## src/rtl/mem_port_arbiter.sv

```systemverilog
// ---------------------------------------------------------------------------
// mem_port_arbiter
//
// Shares one single-port, combinational-read word memory between the RV32I
// instruction-fetch requester (i_*) and the load/store requester (d_*).
// Data wins ties, but a fetch that has been denied STARVE_LIMIT cycles in a
// row wins the next tie. Partial stores (0 < d_be < 4'hF) are expanded into
// a read cycle followed by a merged write cycle (RMW_WR). Responses are
// registered and arrive one cycle after the grant, or two cycles for a
// partial store.
//
// Ports:
//   clk, rst_n          clock (rising edge), asynchronous active-low reset
//   i_req/i_addr        fetch request and byte address
//   i_gnt               fetch accepted this cycle (combinational)
//   i_rvalid/i_rdata    fetch response pulse and fetched word
//   i_err               fetch address misaligned (qualified by i_rvalid)
//   d_req/d_we/d_be     data request, store flag, store byte enables
//   d_addr/d_wdata      data byte address, store data (lane aligned)
//   d_gnt               data accepted this cycle (combinational)
//   d_rvalid/d_rdata    data response pulse, load word (0 for stores)
//   d_err               data address misaligned (qualified by d_rvalid)
//   mem_addr/mem_wdata  memory address and write data
//   mem_we              memory write enable
//   mem_rdata           memory combinational read data
// ---------------------------------------------------------------------------
module mem_port_arbiter #(
    parameter int STARVE_LIMIT = 4,
    parameter int CNT_W        = 3
) (
    input  logic        clk,
    input  logic        rst_n,
    input  logic        i_req,
    input  logic [31:0] i_addr,
    output logic        i_gnt,
    output logic        i_rvalid,
    output logic [31:0] i_rdata,
    output logic        i_err,
    input  logic        d_req,
    input  logic        d_we,
    input  logic [3:0]  d_be,
    input  logic [31:0] d_addr,
    input  logic [31:0] d_wdata,
    output logic        d_gnt,
    output logic        d_rvalid,
    output logic [31:0] d_rdata,
    output logic        d_err,
    output logic [31:0] mem_addr,
    output logic [31:0] mem_wdata,
    output logic        mem_we,
    input  logic [31:0] mem_rdata
);

    localparam logic [0:0] ST_IDLE   = 1'b0;
    localparam logic [0:0] ST_RMW_WR = 1'b1;

    localparam logic [CNT_W-1:0] CNT_LIMIT = CNT_W'(STARVE_LIMIT);
    localparam logic [CNT_W-1:0] CNT_MAX   = '1;

    logic [0:0]       state_q, state_d;
    logic [CNT_W-1:0] cnt_q, cnt_d;
    logic             i_rvalid_q, i_rvalid_d;
    logic             i_err_q, i_err_d;
    logic [31:0]      i_rdata_q, i_rdata_d;
    logic             d_rvalid_q, d_rvalid_d;
    logic             d_err_q, d_err_d;
    logic [31:0]      d_rdata_q, d_rdata_d;
    logic [31:0]      merge_q, merge_d;
    logic [31:0]      rmw_addr_q, rmw_addr_d;
    logic [3:0]       rmw_be_q, rmw_be_d;
    logic [31:0]      rmw_wdata_q, rmw_wdata_d;

    logic i_mis, d_mis, d_full, d_partial, starved;

    assign i_mis     = |i_addr[1:0];
    assign d_mis     = |d_addr[1:0];
    assign d_full    = (d_be == 4'hF);
    assign d_partial = !d_full && (|d_be);
    assign starved   = (cnt_q >= CNT_LIMIT);

    always_comb begin
        // NOTE: every signal assigned here gets a default first, so no path
        // can leave one unassigned and infer a latch.
        state_d     = state_q;
        i_rvalid_d  = 1'b0;
        i_err_d     = 1'b0;
        i_rdata_d   = i_rdata_q;
        d_rvalid_d  = 1'b0;
        d_err_d     = 1'b0;
        d_rdata_d   = d_rdata_q;
        merge_d     = merge_q;
        rmw_addr_d  = rmw_addr_q;
        rmw_be_d    = rmw_be_q;
        rmw_wdata_d = rmw_wdata_q;
        i_gnt       = 1'b0;
        d_gnt       = 1'b0;
        mem_addr    = i_addr;
        mem_wdata   = 32'h0;
        mem_we      = 1'b0;

        case (state_q)
            ST_IDLE: begin
                // rst_n gating keeps grants (and hence writes) low while the
                // flops are held in reset.
                if (rst_n) begin
                    if (d_req && !(i_req && starved)) begin
                        d_gnt = 1'b1;
                    end else if (i_req) begin
                        i_gnt = 1'b1;
                    end
                end

                if (d_gnt) begin
                    mem_addr   = d_addr;
                    d_rvalid_d = 1'b1;
                    d_err_d    = d_mis;
                    d_rdata_d  = 32'h0;
                    if (!d_mis) begin
                        if (!d_we) begin
                            d_rdata_d = mem_rdata;
                        end else if (d_full) begin
                            mem_we    = 1'b1;
                            mem_wdata = d_wdata;
                        end else if (d_partial) begin
                            // Read half of the RMW: the response moves to
                            // the cycle after the merged write.
                            d_rvalid_d  = 1'b0;
                            merge_d     = mem_rdata;
                            rmw_addr_d  = d_addr;
                            rmw_be_d    = d_be;
                            rmw_wdata_d = d_wdata;
                            state_d     = ST_RMW_WR;
                        end
                    end
                end

                if (i_gnt) begin
                    i_rvalid_d = 1'b1;
                    i_err_d    = i_mis;
                    i_rdata_d  = i_mis ? 32'h0 : mem_rdata;
                end
            end

            default: begin // ST_RMW_WR
                mem_addr = rmw_addr_q;
                mem_we   = 1'b1;
                for (int k = 0; k < 4; k++) begin
                    mem_wdata[8*k +: 8] = rmw_be_q[k] ? rmw_wdata_q[8*k +: 8]
                                                      : merge_q[8*k +: 8];
                end
                d_rvalid_d = 1'b1;
                d_rdata_d  = 32'h0;
                state_d    = ST_IDLE;
            end
        endcase

        if (i_req && !i_gnt) begin
            cnt_d = (cnt_q == CNT_MAX) ? cnt_q : cnt_q + 1'b1;
        end else begin
            cnt_d = '0;
        end
    end

    // NOTE: the RMW capture registers are reset along with everything else;
    // they are tiny, and a known value keeps mem_wdata deterministic.
    always_ff @(posedge clk or negedge rst_n) begin
        if (!rst_n) begin
            state_q     <= ST_IDLE;
            cnt_q       <= '0;
            i_rvalid_q  <= 1'b0;
            i_err_q     <= 1'b0;
            i_rdata_q   <= 32'h0;
            d_rvalid_q  <= 1'b0;
            d_err_q     <= 1'b0;
            d_rdata_q   <= 32'h0;
            merge_q     <= 32'h0;
            rmw_addr_q  <= 32'h0;
            rmw_be_q    <= 4'h0;
            rmw_wdata_q <= 32'h0;
        end else begin
            // NOTE: non-blocking assignments so every flop samples the
            // pre-edge value of its _d, independent of statement order.
            state_q     <= state_d;
            cnt_q       <= cnt_d;
            i_rvalid_q  <= i_rvalid_d;
            i_err_q     <= i_err_d;
            i_rdata_q   <= i_rdata_d;
            d_rvalid_q  <= d_rvalid_d;
            d_err_q     <= d_err_d;
            d_rdata_q   <= d_rdata_d;
            merge_q     <= merge_d;
            rmw_addr_q  <= rmw_addr_d;
            rmw_be_q    <= rmw_be_d;
            rmw_wdata_q <= rmw_wdata_d;
        end
    end

    assign i_rvalid = i_rvalid_q;
    assign i_err    = i_err_q;
    assign i_rdata  = i_rdata_q;
    assign d_rvalid = d_rvalid_q;
    assign d_err    = d_err_q;
    assign d_rdata  = d_rdata_q;

endmodule

```

## config.mk

```make
export PLATFORM = sky130hd
export DESIGN_NAME = mem_port_arbiter
export DESIGN_NICKNAME = d
export VERILOG_FILES = /design/src/rtl/mem_port_arbiter.sv
export SDC_FILE = /design/constraint.sdc
export NUM_CORES = 1
export LEC_CHECK = 0
export ABC_AREA = 1
export BUFFER_PORTS_ARGS = -buffer_cell sky130_fd_sc_hd__buf_2
export CORE_UTILIZATION = 55
export DETAILED_ROUTE_END_ITERATION = 16
export GPL_ROUTABILITY_DRIVEN = 0
export GPL_TIMING_DRIVEN = 0
export PLACE_DENSITY = 0.86
export SYNTH_ARGS = -nofsm -noshare
export SYNTH_HDL_FRONTEND = slang
export SYNTH_SLANG_ARGS = --single-unit
```

## constraint.sdc

```tcl
create_clock -name clk -period 4 [get_ports clk]
set_input_delay 0.4 -clock clk [delete_from_list [all_inputs] [get_ports clk]]
set_output_delay 0.4 -clock clk [all_outputs]
set_load 0.05 [all_outputs]
```

==> out/metrics.csv, run 1 <==
metric,value,unit
total via count in the routed design,8474,
worst reg2reg startpoint,cnt_q[2],
combinational share of power,21.1,%
total clock sinks,172,
post-CTS resize count,0,
number of buffers and inverters on the critical path,5,
placed wire-length estimate,18600,µm
fin nets,1504,
cells taking the most area after synthesis,"sky130_fd_sc_hd__dfrtp_1, sky130_fd_sc_hd__nand2_1, sky130_fd_sc_hd__nand3_1",
static leakage,6.01,nW
first-pass GRT wire length,39200,µm
CP cell instances,dlygate4sd3_1 -> buf_8 -> buf_16 -> nand3_2 -> nor2_2 -> clkbuf_1 -> nand3_1 -> nand2_1 -> buf_2,
result of the run,finished clean,
number of max-slew violations in the final report,0,
part of the Yosys area used for sequential elements,53.0,%
clock period minus worst slack,3710,ps
Slowest Stage Delay on Critical Path,560,ps
Synth Register Bits,172,
remaining max-slew budget at the tightest pin,51.4,%
number of fill cells in the layout,1179,
clock buffers created by TritonCTS,17,
synth unique cells,22,
CP Class,in -> out,
required time of the critical path,3600,ps
combined area of all synthesized cells,8120,µm²
clock edge transition at the registers on the reported setup and hold paths,60,ps
setup repair after global routing missed its margin,no,
pwr dens,484,nW/µm²
worst setup skew after layout,9.52,ps
routed length per placed instance,16.2,µm
count of boundary I/O pins,272,
Post-Place Cells,1528,
"leading cell type in the layout, fill and taps excluded",sky130_fd_sc_hd__nand2_1,
sum of routed wire length over all layers,25300,µm
root buffer cell,sky130_fd_sc_hd__clkbuf_16,
row cnt,44,
vias in the first global route,7545,
Antenna Diode Count,0,
global-route congestion overflow total,0,
post-route antenna net violation count,0,
yosys synthesis warning count,0,
"commonest cells after routing, fill and taps aside","sky130_fd_sc_hd__nand2_1, sky130_fd_sc_hd__buf_2, sky130_fd_sc_hd__nand3_1",
"Area growth, synth to finish",28.3,%
fin cells,1562,
initial core utilization,56.1,%
number of enable-type register cells in the synthesized netlist,0,
Critical Path Start Type,input pin,
Worst Hold Class,in -> reg,
largest net degree at the start of global routing,115,
net load switching power,1.59,mW
worst-path cell with the longest stage delay,sky130_fd_sc_hd__dlygate4sd3_1,
slack of the worst reg-to-reg path,2030,ps
maximum number of buffers from clock root to sink,2,
final cycle utilization of the critical path,92.9,%
hold violation total from the final report,0,
logic depth of the worst register-to-register path,7,
synthesized instance count,1072,
routed via count divided by cell count,5.43,
top flip-flop cell by instance count after synthesis,sky130_fd_sc_hd__dfrtp_1,
Die Wd,124,µm
starting DRC count in detailed routing,819,
DRC viols,0,
global-route usage over all layers,34.3,%
net count of the mapped netlist,1211,
share of cells above drive strength 1,24.5,%
Max Clock Freq,0.269,GHz
Detailed Routing Iterations Pass 1,6,
switching portion of total power,31.6,%
library cell occupying the most area in the post-synthesis netlist,sky130_fd_sc_hd__dfrtp_1,
Critical Path Start,rst_n,
part of the total power dissipated in the clock network,35.7,%
core region area,14500,µm²
Synth top area share,53.0,%
ys async rst share,100,%
Worst Max-Slew Pin Slew,724,ps
fraction of power consumed by sequential logic,43.2,%
number of failing setup endpoints in the final timing report,0,
number of levels in the clock H-tree,4,
cell internal power dissipation,3.45,mW
max-capacitance violation count,0,
count of buffers from port buffering,271,
capture point of the critical path,mem_wdata[31],
initial antenna violation count,0,
Avg Inst Size Synth,7.58,µm²
data arrival time of the critical path,3310,ps
Fin Setup TNS,0,ps
Die Outline Area,15300,µm²
height of the die,124,µm
clock tree from TritonCTS,yes,
CP top delay family,buffers and inverters,
worst-skew pair later-pin latency,440,ps
endpoint of the most critical register-to-register path,d_rdata[11],
critical-path maximum fanout,114,
element type at the critical path end,output port,
largest voltage drop on the vdd net,0.000377,V
CP Depth,9,
==> power groups by stage <==
stage,registers (mW),clock network (mW),logic (mW)
detailed placement,2.20,0,1.06
finish,2.18,1.80,1.06
floorplan,2.34,0,0.543
CTS,2.17,1.79,1.06
global placement,2.19,0,1.02
global route,2.21,1.87,1.17
==> cell usage after synthesis, types with 3 or more instances <==
library cell and number:
sky130_fd_sc_hd__buf_1 8, sky130_fd_sc_hd__buf_2 22, sky130_fd_sc_hd__buf_4 4, sky130_fd_sc_hd__clkbuf_1 38, sky130_fd_sc_hd__dfrtp_1 172, sky130_fd_sc_hd__inv_1 12, sky130_fd_sc_hd__inv_2 3, sky130_fd_sc_hd__nand2_1 463
sky130_fd_sc_hd__nand3_1 194, sky130_fd_sc_hd__nor2_1 75, sky130_fd_sc_hd__o21ai_0 60, sky130_fd_sc_hd__o21ai_1 6
==> how the worst min path moves through the flow <==
stage | to | startpoint | cells past startpoint
finish | rmw_addr_q[23] | d_addr[23] | 3
global route | rmw_wdata_q[5] | d_wdata[5] | 3
CTS | rmw_addr_q[23] | d_addr[23] | 3
detailed placement | rmw_addr_q[23] | rst_n | 1
global placement | rmw_wdata_q[22] | rmw_wdata_q[22] | 2
floorplan | cnt_q[0] | rst_n | 0
==> through the flow <==
step | utilization, % | power (mW) | area (µm²) | hold WS (ps) | worst slack (ps)
after floorplan | - | 2.88 | 8120 | 104 | 1820
after global placement | 67.1 | 3.22 | 9710 | 447 | -1910
after detailed placement | 67.3 | 3.26 | 9750 | 360 | 536
after CTS | 72.0 | 5.03 | 10400 | 208 | 307
after global routing | 72.0 | 5.26 | 10400 | 211 | 70.0
final | 72.0 | 5.04 | 10400 | 212 | 285
==> tightest hold or removal path: stages <==
cell and delay [ps]:
sky130_fd_sc_hd__buf_2 90, sky130_fd_sc_hd__nand3_1 70, sky130_fd_sc_hd__nand2_1 60
==> routing by layer <==
layer | GRT usage (%) | wire [µm] | part of all wire [%] | vias up
li1 | - | - | - | 4024
met1 | 48.9 | 11000 | 43 | 4004
met2 | 51.6 | 11800 | 47 | 395
met3 | 7.47 | 1940 | 7.6 | 51
met4 | 13.2 | 627 | 2.5 | 0
met5 | 0 | 0 | 0 | -
==> state kept, by name, summed over array words and instances (netlist names) <==
signal and flops:
i_rvalid 1, rmw_addr_q 32, state_q 1, i_rdata 32, d_rdata 32, cnt_q 3
merge_q 32, rmw_wdata_q 32, i_err 1, rmw_be_q 4, d_err 1, d_rvalid 1
==> final cells by class <==
cell class / count / area (µm²) / share of cell area [%]
clock buffers: 26 / 509 / 4.89
flip-flops and latches: 172 / 4300 / 41.3
inverters: 15 / 56.3 / 0.540
well taps: 184 / 230 / 2.21
multi-input cells: 812 / 3440 / 33.0
clock inverters: 6 / 130 / 1.25
plain buffers: 73 / 324 / 3.11
repair buffers: 274 / 1430 / 13.7
==> cells by family (layout without fill, tap and decap cells) <==
logic type               Yosys count  in the layout  synth area share (%)
XOR/XNOR                           1              1                 0.108
adder cells (fa/ha/maj)            2              2                 0.308
buffers and inverters             88            394                  4.68
multiplexers                       2              2                 0.246
AO/OA/AOI/OAI                     66             66                  4.07
AND/OR/NAND/NOR                  741            741                  37.6
flip-flops                       172            172                  53.0
==> repair_timing <==
item,CTS,global route
setup buffers,0,0
hold buffers,2,0
hold endpoints to repair,60,0
No activity file was read; power rests on OpenSTA's default activity.
==> run 2: changes to the inputs <==
- PLACE_DENSITY: 0.86 -> 0.92
==> out/metrics.csv, run 2 (same netlist as run 1, synthesis figures left out) <==
metric,value,unit
result of the run,finished clean,
global-route usage over all layers,34.3,%
CP cell instances,dlygate4sd3_1 -> buf_8 -> nand3_2 -> nor2_2 -> clkbuf_1 -> nand2_1 -> nand3_1 -> buf_2,
max-capacitance violation count,0,
required time of the critical path,3600,ps
top layer in use,met4,
setup repair after global routing missed its margin,no,
CP Class,in -> out,
Die Outline Area,15300,µm²
worst-skew pair later-pin latency,430,ps
share of cells above drive strength 1,24.7,%
Critical Path Start,rst_n,
Slowest Stage Delay on Critical Path,560,ps
worst setup skew after layout,5.32,ps
global-route congestion overflow total,0,
fin nets,1503,
remaining max-slew budget at the tightest pin,43.7,%
number of failing setup endpoints in the final timing report,0,
hold violation total from the final report,0,
Max Clock Freq,0.276,GHz
root buffer cell,sky130_fd_sc_hd__clkbuf_16,
number of levels in the clock H-tree,4,
starting DRC count in detailed routing,999,
Worst Max-Slew Pin Slew,839,ps
DRC viols,0,
vias in the first global route,7696,
number of max-slew violations in the final report,0,
pwr dens,474,nW/µm²
post-route antenna net violation count,0,
final cycle utilization of the critical path,90.7,%
"commonest cells after routing, fill and taps aside","sky130_fd_sc_hd__nand2_1, sky130_fd_sc_hd__buf_2, sky130_fd_sc_hd__nand3_1",
hold buffers post-CTS,1,
static leakage,5.97,nW
sum of routed wire length over all layers,26100,µm
Detailed Routing Iterations Pass 1,6,
largest net degree at the start of global routing,100,
core region area,14500,µm²
clock period minus worst slack,3630,ps
largest voltage drop on the vdd net,0.000334,V
endpoint of the most critical register-to-register path,d_rdata[9],
element type at the critical path end,output port,
count of boundary I/O pins,272,
initial core utilization,56.1,%
post-CTS repair timing setup buffer count,0,
"leading cell type in the layout, fill and taps excluded",sky130_fd_sc_hd__nand2_1,
met3 WL post-DR,2480,µm
"Area growth, synth to finish",27.4,%
worst-case hold slack,223,ps
clock buffers created by TritonCTS,17,
row cnt,44,
total clock sinks,172,
total via count in the routed design,8754,
height of the die,124,µm
data arrival time of the critical path,3230,ps
Reg area,4300,µm²
routed length per placed instance,16.7,µm
worst-path cell with the longest stage delay,sky130_fd_sc_hd__dlygate4sd3_1,
routed length on met2,12200,µm
Post-Place Cells,1528,
Die Wd,124,µm
clock tree from TritonCTS,yes,
routed via count divided by cell count,5.60,
first-pass GRT wire length,39200,µm
slack of the worst reg-to-reg path,2020,ps
power consumption,4.91,mW
clock edge transition at the registers on the reported setup and hold paths,70,ps
capture point of the critical path,mem_addr[21],
placed wire-length estimate,19100,µm
post-layout util,71.5,%
met1 layer wirelength in the final routing,10700,µm
Critical Path Start Type,input pin,
critical-path maximum fanout,76,
number of fill cells in the layout,1153,
logic depth of the worst register-to-register path,7,
count of buffers from port buffering,271,
worst reg2reg startpoint,cnt_q[2],
area used by multi-input combinational logic,3440,µm²
Worst Hold Class,in -> reg,
initial antenna violation count,1,
post-CTS resize count,0,
fin cells,1563,
maximum number of buffers from clock root to sink,2,
[run 2: cell count changes in the layout (fill, tap and decap cells not counted), moves of 2 or more]
cell,before,now
sky130_fd_sc_hd__bufinv_16,4,2
sky130_fd_sc_hd__clkbuf_8,5,0
sky130_fd_sc_hd__clkbuf_1,42,38
sky130_fd_sc_hd__clkinv_4,0,4
sky130_fd_sc_hd__diode_2,0,2
sky130_fd_sc_hd__inv_6,0,5
sky130_fd_sc_hd__clkinvlp_4,0,2
[run 2: cell type report]
type / count / share of cell area [%]
clock inverters: 15 / 1.58
repair buffers: 273 / 13.6
inverters: 15 / 0.544
multi-input cells: 812 / 33.2
flip-flops and latches: 172 / 41.6
clock buffers: 17 / 4.11
plain buffers: 73 / 3.13
well taps: 184 / 2.22
diodes: 2 / 0.0483
[run 2: per-stage QoR]
stage	setup TNS [ps]	cell area, µm²	worst slack (ps)
6_report	0	10400	372
2_1_floorplan	0	8120	1820
4_1_cts	0	10300	413
5_1_grt	0	10300	169
3_5_place_dp	0	9750	1030
3_3_place_gp	-313990	9710	-1860
[run 2: where the power goes]
| part | switching [mW] | total (mW) | internal [mW] |
|---|---|---|---|
| clock | 0.718 | 1.65 | 0.931 |
| sequential | 0.158 | 2.18 | 2.03 |
| combinational | 0.783 | 1.07 | 0.290 |
[run 2: how the worst min path moves through the flow]
stage | endpoint | slack, ps | depth (start not counted) | startpoint
floorplan | cnt_q[0] | 100 | 0 | rst_n
global placement | rmw_wdata_q[20] | 450 | 2 | rmw_wdata_q[20]
detailed placement | rmw_addr_q[6] | 400 | 1 | rst_n
CTS | rmw_addr_q[26] | 220 | 3 | d_addr[26]
global route | rmw_addr_q[23] | 230 | 3 | d_addr[23]
finish | rmw_wdata_q[29] | 220 | 3 | d_wdata[29]
[run 2: critical path, delay by kind of cell]
kind | cells | cell delay (ps)
buf+inv | 4 | 1830
simple gates | 4 | 940
[run 2: per-layer routing]
| layer | global-route usage, % | vias up |
|---|---|---|
| met4 | 14.0 | 0 |
| met5 | 0 | - |
| met2 | 51.3 | 552 |
| li1 | - | 4030 |
| met1 | 49.0 | 4102 |
| met3 | 7.10 | 70 |
==> run 3: changes to the inputs <==
- CTS_BUF_LIST: unset -> sky130_fd_sc_hd__clkbuf_4 sky130_fd_sc_hd__clkbuf_8 sky130_fd_sc_hd__clkbuf_16
- CTS_CLUSTER_DIAMETER: unset -> 200
- PLACE_DENSITY: 0.92 -> unset
- PLACE_DENSITY_LB_ADDON: unset -> 0.05
==> out/metrics.csv, run 3 (same netlist as run 1, synthesis figures left out) <==
metric,value,unit
first-pass GRT wire length,37700,µm
Critical Path Start,rst_n,
number of buffers and inverters on the critical path,5,
static leakage,5.99,nW
Critical Path Start Type,input pin,
routed via count divided by cell count,5.39,
global-route usage over all layers,33.0,%
max-capacitance violation count,0,
routed length per placed instance,15.8,µm
total clock sinks,172,
sum of routed wire length over all layers,24600,µm
Detailed Routing Iterations Pass 1,6,
row cnt,44,
DRC viols,0,
post-route antenna net violation count,0,
Antenna Diode Count,0,
required time of the critical path,3600,ps
data arrival time of the critical path,3290,ps
switching portion of total power,33.1,%
post-layout util,71.7,%
setup repair after global routing missed its margin,no,
worst-path cell with the longest stage delay,sky130_fd_sc_hd__dlygate4sd3_1,
number of levels in the clock H-tree,4,
fraction of power consumed by sequential logic,44.6,%
global-route congestion overflow total,0,
worst setup skew after layout,7.04,ps
net load switching power,1.62,mW
part of the total power dissipated in the clock network,33.9,%
initial antenna violation count,0,
result of the run,finished clean,
largest net degree at the start of global routing,121,
Reg area,4300,µm²
Worst Hold Class,in -> reg,
CP cell instances,dlygate4sd3_1 -> buf_8 -> buf_16 -> nand3_2 -> nor2_2 -> clkbuf_1 -> nand3_1 -> nand2_1 -> buf_2,
cell internal power dissipation,3.27,mW
CP Class,in -> out,
maximum number of buffers from clock root to sink,2,
fin nets,1504,
"Area growth, synth to finish",27.7,%
remaining max-slew budget at the tightest pin,34.3,%
core region area,14500,µm²
number of fill cells in the layout,1272,
number of max-slew violations in the final report,0,
count of buffers from port buffering,271,
Worst Min Path Start,d_addr[2],
clock edge transition at the registers on the reported setup and hold paths,70,ps
total via count in the routed design,8412,
Die Wd,124,µm
initial core utilization,56.1,%
share of cells above drive strength 1,24.8,%
"leading cell type in the layout, fill and taps excluded",sky130_fd_sc_hd__nand2_1,
Final Instance Area,10400,µm²
Die Outline Area,15300,µm²
Max Clock Freq,0.271,GHz
combinational share of power,21.5,%
CP top delay family,buffers and inverters,
height of the die,124,µm
fin cells,1561,
starting DRC count in detailed routing,581,
Worst Max-Slew Pin Slew,978,ps
final cycle utilization of the critical path,92.2,%
clock tree from TritonCTS,yes,
largest voltage drop on the vdd net,0.000313,V
Placed Area,9750,µm²
Post-Place Cells,1528,
number of failing setup endpoints in the final timing report,0,
pwr dens,472,nW/µm²
Slowest Stage Delay on Critical Path,560,ps
count of boundary I/O pins,272,
"commonest cells after routing, fill and taps aside","sky130_fd_sc_hd__nand2_1, sky130_fd_sc_hd__buf_2, sky130_fd_sc_hd__nand3_1",
element type at the critical path end,output port,
worst reg2reg startpoint,cnt_q[2],
critical-path maximum fanout,120,
root buffer cell,sky130_fd_sc_hd__clkbuf_16,
clock buffers created by TritonCTS,17,
hold violation total from the final report,0,
clock period minus worst slack,3690,ps
vias in the first global route,7514,
area used by multi-input combinational logic,3440,µm²
placed wire-length estimate,18000,µm
worst-skew pair later-pin latency,430,ps
## run 3: changes by cell type in the layout (fill, tap and decap cells not counted), sizes merged
| cell | change |
|---|---|
| clkinv | -1 |
| inv | -2 |
| diode | -2 |
| clkbuf | +2 |
| buf | +1 |
## run 3: worst paths after layout
path,slack [ps],end,depth (start not counted)
min in group asynchronous,530,i_rdata[7],3
max in group asynchronous,2900,rmw_wdata_q[27],3
min reg2reg,470,rmw_wdata_q[2],2
min,210,rmw_addr_q[2],3
max reg2reg,1980,d_rdata[22],7
max,310,mem_wdata[27],9
## run 3: what timing repair did
| action | 4_1_cts | 5_1_grt |
|---|---|---|
| gates resized for setup | 0 | 2 |
| setup endpoints to repair | 0 | 1 |
| setup buffers | 0 | 0 |
| hold endpoints to repair | 54 | 0 |
| hold buffers | 2 | 0 |
## run 3: layout make-up
| class | instances | area share (%) |
|---|---|---|
| Sequential cell | 172 | 41.5 |
| Multi-Input combinational cell | 812 | 33.1 |
| Timing Repair Buffer | 274 | 13.8 |
| Clock buffer | 19 | 4.37 |
| Buffer | 73 | 3.14 |
| Tap cell | 184 | 2.22 |
| Clock inverter | 12 | 1.33 |
| Inverter | 15 | 0.543 |
## run 3: through the flow
step	total power, mW	setup slack [ps]	hold WS, ps	TNS, ps
6_report	4.89	313	213	0
5_1_grt	5.13	106	228	0
4_1_cts	4.89	238	207	0
3_5_place_dp	3.25	514	342	0
3_3_place_gp	3.21	-2120	448	-394720
2_1_floorplan	2.88	1820	104	0
## run 3: per-layer routing
metal	share of wire (%)	GRT usage, %	vias up
met5	0	0	-
met4	2.3	11.1	0
met3	7.5	6.00	45
met2	48	52.9	367
met1	42	45.4	3986
li1	-	-	4014
## run 3: worst reg2reg max path, stage by stage, from the launching register on
cell                      delay, ps
sky130_fd_sc_hd__dfrtp_1        430
sky130_fd_sc_hd__nand2_1        140
sky130_fd_sc_hd__nand3_2        190
sky130_fd_sc_hd__nor2_2         370
sky130_fd_sc_hd__buf_2          360
sky130_fd_sc_hd__buf_2          300
sky130_fd_sc_hd__nand3_1        110
sky130_fd_sc_hd__nand2_1         70
## run 3: power groups by stage
stage	Clock, mW	Sequential, mW	Combinational [mW]
after CTS	1.66	2.18	1.05
final	1.66	2.18	1.05
after detailed placement	0	2.20	1.04
after global routing	1.75	2.21	1.17
after floorplan	0	2.34	0.543
after global placement	0	2.19	1.02
